<file path="src/rtl/ctrl.sv">
// Pipeline control: redirect, hold and flush sequencing for pc_reg/if_id/id_ex.
// Define CTRL_PERF_CNT_EN to build the saturating jump/hold cycle counters.
module ctrl #(
    parameter int unsigned FLUSH_CYCLES = 2
) (
    input  logic        clk,
    input  logic        rst_n,
    input  logic        jump_en_i,
    input  logic [31:0] jump_addr_i,
    input  logic        hold_flag_i,
    input  logic        hold_ext_i,
    output logic        jump_en_o,
    output logic [31:0] jump_addr_o,
    output logic        hold_o,
    output logic        flush_o,
    output logic [31:0] jump_cnt_o,
    output logic [31:0] hold_cnt_o
);

    typedef enum logic [1:0] {
        StIdle,
        StFlush,
        StPend
    } state_e;

    // Counter holds the flush cycles still owed after the redirect cycle itself.
    localparam logic [2:0] FlushInit = 3'(FLUSH_CYCLES - 1);
    localparam state_e     RedirNext = (FLUSH_CYCLES > 1) ? StFlush : StIdle;

    state_e      state_q, state_d;
    logic [2:0]  cnt_q, cnt_d;
    logic [31:0] pend_addr_q, pend_addr_d;

    always_ff @(posedge clk) begin
        if (!rst_n) begin
            state_q     <= StIdle;
            cnt_q       <= 3'd0;
            pend_addr_q <= 32'd0;
        end else begin
            state_q     <= state_d;
            cnt_q       <= cnt_d;
            pend_addr_q <= pend_addr_d;
        end
    end

    always_comb begin
        state_d     = state_q;
        cnt_d       = cnt_q;
        pend_addr_d = pend_addr_q;
        jump_en_o   = 1'b0;
        jump_addr_o = 32'd0;
        hold_o      = hold_flag_i | hold_ext_i;
        flush_o     = 1'b0;

        case (state_q)
            StIdle: begin
                if (jump_en_i) begin
                    if (hold_ext_i) begin
                        pend_addr_d = jump_addr_i;
                        hold_o      = 1'b1;
                        state_d     = StPend;
                    end else begin
                        jump_en_o   = 1'b1;
                        jump_addr_o = jump_addr_i;
                        flush_o     = 1'b1;
                        hold_o      = 1'b0;
                        cnt_d       = FlushInit;
                        state_d     = RedirNext;
                    end
                end
            end
            StFlush: begin
                flush_o = 1'b1;
                cnt_d   = cnt_q - 3'd1;
                if (cnt_q == 3'd1) begin
                    state_d = StIdle;
                end
            end
            StPend: begin
                // hold_o already 1 via hold_ext_i while the bus side stalls.
                if (!hold_ext_i) begin
                    jump_en_o   = 1'b1;
                    jump_addr_o = pend_addr_q;
                    flush_o     = 1'b1;
                    hold_o      = 1'b0;
                    cnt_d       = FlushInit;
                    state_d     = RedirNext;
                end
            end
            default: begin
                state_d = StIdle;
            end
        endcase

        if (!rst_n) begin
            jump_en_o   = 1'b0;
            jump_addr_o = 32'd0;
            hold_o      = 1'b0;
            flush_o     = 1'b0;
        end
    end

`ifdef CTRL_PERF_CNT_EN
    logic [31:0] jump_cnt_q, hold_cnt_q;

    always_ff @(posedge clk) begin
        if (!rst_n) begin
            jump_cnt_q <= 32'd0;
            hold_cnt_q <= 32'd0;
        end else begin
            if (jump_en_o && (jump_cnt_q != 32'hFFFF_FFFF)) begin
                jump_cnt_q <= jump_cnt_q + 32'd1;
            end
            if (hold_o && (hold_cnt_q != 32'hFFFF_FFFF)) begin
                hold_cnt_q <= hold_cnt_q + 32'd1;
            end
        end
    end

    assign jump_cnt_o = jump_cnt_q;
    assign hold_cnt_o = hold_cnt_q;
`else
    assign jump_cnt_o = 32'd0;
    assign hold_cnt_o = 32'd0;
`endif

endmodule

</file>
<file path="config.mk">
export PLATFORM = sky130hd
export DESIGN_NAME = ctrl
export DESIGN_NICKNAME = d
export VERILOG_FILES = /design/src/rtl/ctrl.sv
export SDC_FILE = /design/constraint.sdc
export NUM_CORES = 1
export LEC_CHECK = 0
export ABC_AREA = 1
export BUFFER_PORTS_ARGS = -buffer_cell sky130_fd_sc_hd__buf_2
export CAP_MARGIN = 10
export CORE_MARGIN = 5
export CORE_UTILIZATION = 45
export DETAILED_ROUTE_END_ITERATION = 7
export PLACE_DENSITY = 0.85
export SLEW_MARGIN = 20
export SYNTH_ARGS = -nofsm -noshare
export SYNTH_HDL_FRONTEND = slang
export SYNTH_SLANG_ARGS = --single-unit
export TNS_END_PERCENT = 50
</file>
<file path="constraint.sdc">
create_clock -name clk -period 1.2 [get_ports clk]
set_input_delay 0.12 -clock clk [delete_from_list [all_inputs] [get_ports clk]]
set_output_delay 0.12 -clock clk [all_outputs]
set_load 0.005 [all_outputs]
</file>
; ---- Yosys cells after proc, flatten, opt, wreduce, memory -nomap -nowiden
; Cells that the tools add are included.
[word_totals]
ff_bits = 37
output_inout_bits = 99
word_cells = 40
[classes]
add_sub_neg = 1
n_eq_ne = 6
muxes = 24
bitwise_logic = 1
reduce_logical = 5
[op_table]
columns = op, n
row1 = 32-bit 2-to-1 mux, 4
row2 = 32-bit case mux with 2 select lines, 1
row3 = 3-bit case mux with 3 select lines, 1
row4 = 1-bit 2-to-1 mux, 8
row5 = 2-bit 2-to-1 mux, 4
row6 = 3-bit 2-to-1 mux, 2
row7 = "2-bit inequality test, second input constant", 3
row8 = 2-bit case mux with 3 select lines, 1
row9 = 3-bit AND reduction, 2
row10 = 1-bit case mux with 2 select lines, 2
row11 = "3-bit by 1-bit == test with 1-bit output, second input constant", 1
row12 = 1-bit case mux with 3 select lines, 1
row13 = 3-bit nonzero test, 1
row14 = "3-bit by 1-bit subtractor with 3-bit output, second input constant", 1
row15 = "2-bit by 1-bit == test with 1-bit output, second input constant", 1
row16 = "2-bit == test, second input constant", 1
row17 = 2-bit logical NOT, 1
row18 = 2-bit AND reduction, 1
row19 = 1-bit bitwise OR, 1

; ---- Logic depth before layout (Yosys ltp)
[logic_depth]
ltp_word = 4
mapped_depth = 6
mapped_depth_nobuf = 6

; ---- Worst setup path after synthesis
; No wires, ideal clock.
[synth_path]
path_type = register -> output
start = register state_q[0]
end = output port jump_addr_o[10]
arrival_ns = 0.988
t_required_ns = 1.080
setup_slack_ns = 0.092
stages_incl_launch_ff = 7
cell_sequence = dfxtp_1 -> inv_1 -> nand2_1 -> nor2_2 -> buf_4 -> nand2_1 -> a21oi_1
[synth_via]
elab_chain_len = 3
elab_cells_between_ends = 4
cone_classes = eq/ne (1) / mux (2) / reduce/logical (1)
[synth_rtl]
columns = item, line
row1 = from (decl), 30  ; state_e state_q, state_d;
row2 = from (signal assigned), 36  ; state_q <= StIdle;
row3 = from (signal assigned), 40  ; state_q <= state_d;
row4 = 2-bit == test or 2-bit logical NOT (tied branches), 55  ; case (state_q)
row5 = 32-bit case mux with 2 select lines *, 55
row6 = 32-bit 2-to-1 mux *, 95  ; if (!rst_n) begin
row7 = to (decl), 13  ; output logic [31:0] jump_addr_o,
; Mark *: on every way between the ends. The rest lies on a longest branch, timed or not.

; ---- Worst setup path after layout
[layout_path]
start = register state_q[0]
end = output port jump_addr_o[28]
; Same word-level chain as after synthesis.

==> results.sh <==
export IMPL_nets=478
export IMPL_cpLargestDelayFamily="buffers and inverters"
export IMPL_hold_ws_ns=0.09184
export IMPL_ir_drop_uv=667.2
export IMPL_ios=136
export IMPL_path_depth=8
export IMPL_grt_pass1_wl_mm=9.929
export IMPL_synth_distinct_cells=22
export IMPL_gp_congestion=0.7695
export IMPL_finalCritPeriodShare_pct=130.2
export IMPL_power_density_nw_per_um2=997.8
export IMPL_htree_num_levels=2
export IMPL_stdcell_count=510
export IMPL_fin_skew_ns=0.005454
export IMPL_numClockSinks=37
export IMPL_crit_start="state_q[0]"
export IMPL_setup_slack_ns=-0.3626
export IMPL_worstRegToRegCells=6
export IMPL_grt_usage_pct=16.92
export IMPL_grt_pass1_vias=2217
export IMPL_area_delta_synth_final_pct=24.55
export IMPL_gr_max_usage_layer="met2"
export IMPL_cp_cell_sequence="inv_4 -> nand2_4 -> nor2_4 -> buf_4 -> buf_6 -> nand2_1 -> a21oi_1 -> buf_2"
export IMPL_dp_cells=493
export IMPL_critPathArrivalTime_ns=1.44
export IMPL_maxCapViolCount=0
export IMPL_crit_fanout=4
export IMPL_clk_pin_slew_ns=0.07
export IMPL_grt_max_degree=33
export IMPL_die_h_um=83.20
export IMPL_portBuffers=71
export IMPL_postRouteAntennaNets=0
export IMPL_cp_slowest_cell="dfxtp_4"
export IMPL_ys_seq_elements=37
export IMPL_clockBufferDepth=2
export IMPL_min_period_ns=1.563
export IMPL_startpoint_type="flop"
export IMPL_cp_required_ns=1.08
export IMPL_use_met1_pct=18.73
export IMPL_dr_total_vias=2399
export IMPL_ys_seq_area_share_pct=30.72
export IMPL_avgRoutedWirePerCell_um=12.38
export IMPL_start_util_pct=46.91
export IMPL_drive_gt1_share_pct=33.86
export IMPL_violations="setup timing"
export IMPL_die_x_um=83.20
export IMPL_syn_inst=359
export IMPL_slowest_delay_ns=0.37
export IMPL_drv_slew=0
export IMPL_rows=26
export IMPL_end_kind="output pin"
export IMPL_dp_slack_ns=-0.1040
export IMPL_cts_buffers_inserted=5
export IMPL_use_met3_pct=4.851
export IMPL_critPathCapture="jump_addr_o[28]"
export IMPL_dieArea_um2=6921
export IMPL_totalWireLength_mm=6.314
export IMPL_syn_avg_cell_area_um2=6.716
export IMPL_diodes=0
export IMPL_finalHoldViolCount=0
export IMPL_drc=0
export IMPL_status="finished with violations"
export IMPL_core_um2=5140
export IMPL_rsz0062_at_grt="true"
export IMPL_setup_violations_final=64
export IMPL_antenna_found_initial=0
export IMPL_cts_tree="done"
export IMPL_grt_overflow=0
export IMPL_fmax_ghz=0.6400
export IMPL_synth_area_um2=2411
export IMPL_leakage_uw=0.001439
export IMPL_clk_latency_ns=0.28
export IMPL_drt_first_iter_violations=128
export IMPL_cts_root_buf="clkbuf_8"
export IMPL_rr_endpoint="pend_addr_q[0]"
export IMPL_hpwl_mm=4.364
export IMPL_hp_class="primary input to flop"
export IMPL_reg2reg_slack_ns=-0.03
export IMPL_criticalPathCategory="flop to output pin"
export IMPL_use_met2_pct=31.27
export IMPL_crit_buf_inv=4
export IMPL_ys_warnings_count=0
export IMPL_drtPass1Iterations=4
export IMPL_vias_per_cell=4.704
export IMPL_worstReg2RegStart="state_q[0]"
-- worst register-to-register path, cell delays in order (launching register included) --
cell	delay [ns]
dfxtp_4	0.37
nor2_4	0.17
buf_6	0.14
nand3_4	0.08
buf_6	0.17
o21ai_1	0.15
nor2_1	0.05
-- cells in the mapped netlist (all sizes together) --
cell / n / area share, %
ha: 2 / 1.0
nand2: 42 / 6.5
nor2: 70 / 11
a21oi: 36 / 7.5
clkbuf: 5 / 0.78
nor3: 1 / 0.21
conb: 1 / 0.16
dfxtp: 37 / 31
inv: 10 / 1.6
o21ai: 35 / 7.3
buf: 81 / 24
or2: 2 / 0.52
clkinv: 1 / 0.16
nand3: 36 / 7.7
-- sequential cells by signal, summed over array words and instances, names as in the netlist --
register / count
state_q: 2
pend_addr_q: 32
cnt_q: 3
-- report_power, final --
| part | internal [µW] | switching, µW | total [µW] |
|---|---|---|---|
| registers | 1330 | 62.9 | 1390 |
| clock network | 412 | 395 | 807 |
| logic | 332 | 467 | 799 |
-- layer usage --
metal | share of wire, % | routed length [µm]
met1 | 39 | 2473
met2 | 51 | 3251
met3 | 7.9 | 500
met4 | 1.4 | 88
met5 | 0 | 0
-- cells by family after synthesis --
logic type / count (synthesis) / synth area share, %
DFF: 37 / 30.72
and+or+nand+nor: 151 / 26.36
buffers and inverters: 97 / 26.98
other: 1 / 0.1555
AOI/OAI and AO/OA: 71 / 14.74
adders and majority gates: 2 / 1.038
-- repair_timing --
action / in CTS / in global routing
gates cloned: 2 / 0
hold endpoints to repair: 0 / 0
setup buffers: 3 / 4
hold buffers: 0 / 0
pin swaps: 6 / 8
endpoints found under the setup margin: 55 / 67
gates resized for setup: 28 / 41
-- cells in the final DEF, fill, tap and decap left out, types with 4 or more instances in the layout --
| master | count |
|---|---|
| inv_1 | 5 |
| a21oi_2 | 20 |
| nor2_1 | 67 |
| nand2_4 | 8 |
| buf_2 | 71 |
| dfxtp_1 | 35 |
| nand3_1 | 35 |
| nand2_1 | 29 |
| buf_4 | 10 |
| o21ai_1 | 32 |
| inv_2 | 4 |
| a21oi_1 | 16 |
| clkbuf_8 | 5 |
| buf_6 | 12 |
| conb_1 | 64 |
| nand2_2 | 5 |
-- metrics by stage --
stage / cell area (µm²) / util (%) / power [µW] / setup TNS (ns)
final: 3003 / 58.42 / 2996 / -11.61
after global routing: 3003 / 58.42 / 3180 / -17.06
after CTS: 2833 / 55.11 / 2927 / -10.34
after detailed placement: 2626 / 51.10 / 2062 / -1.402
after global placement: 2626 / 51.10 / 2039 / -0.4618
after floorplan: 2648 / - / 1973 / 0
-- area by class of cell --
| cell class | count | area, µm² |
|---|---|---|
| Clock buffer | 8 | 80.08 |
| Fill cell | 487 | 2137 |
| Inverter | 11 | 43.79 |
| Multi-Input combinational cell | 288 | 1425 |
| Sequential cell | 37 | 745.7 |
| Tap cell | 70 | 87.58 |
| Timing Repair Buffer | 96 | 620.6 |
-- how the worst min path moves through the flow --
stage                         start               to  slack [ns]  cells after the start
finish              jump_addr_i[24]  pend_addr_q[24]        0.09                      3
floorplan                hold_ext_i       state_q[1]        0.27                      2
global route        jump_addr_i[21]  pend_addr_q[21]        0.08                      3
detailed placement  jump_addr_i[29]  pend_addr_q[29]        0.38                      3
global placement    jump_addr_i[26]  pend_addr_q[26]        0.37                      3
CTS                 jump_addr_i[28]  pend_addr_q[28]        0.08                      3
Power figures use the tool's default switching activity.
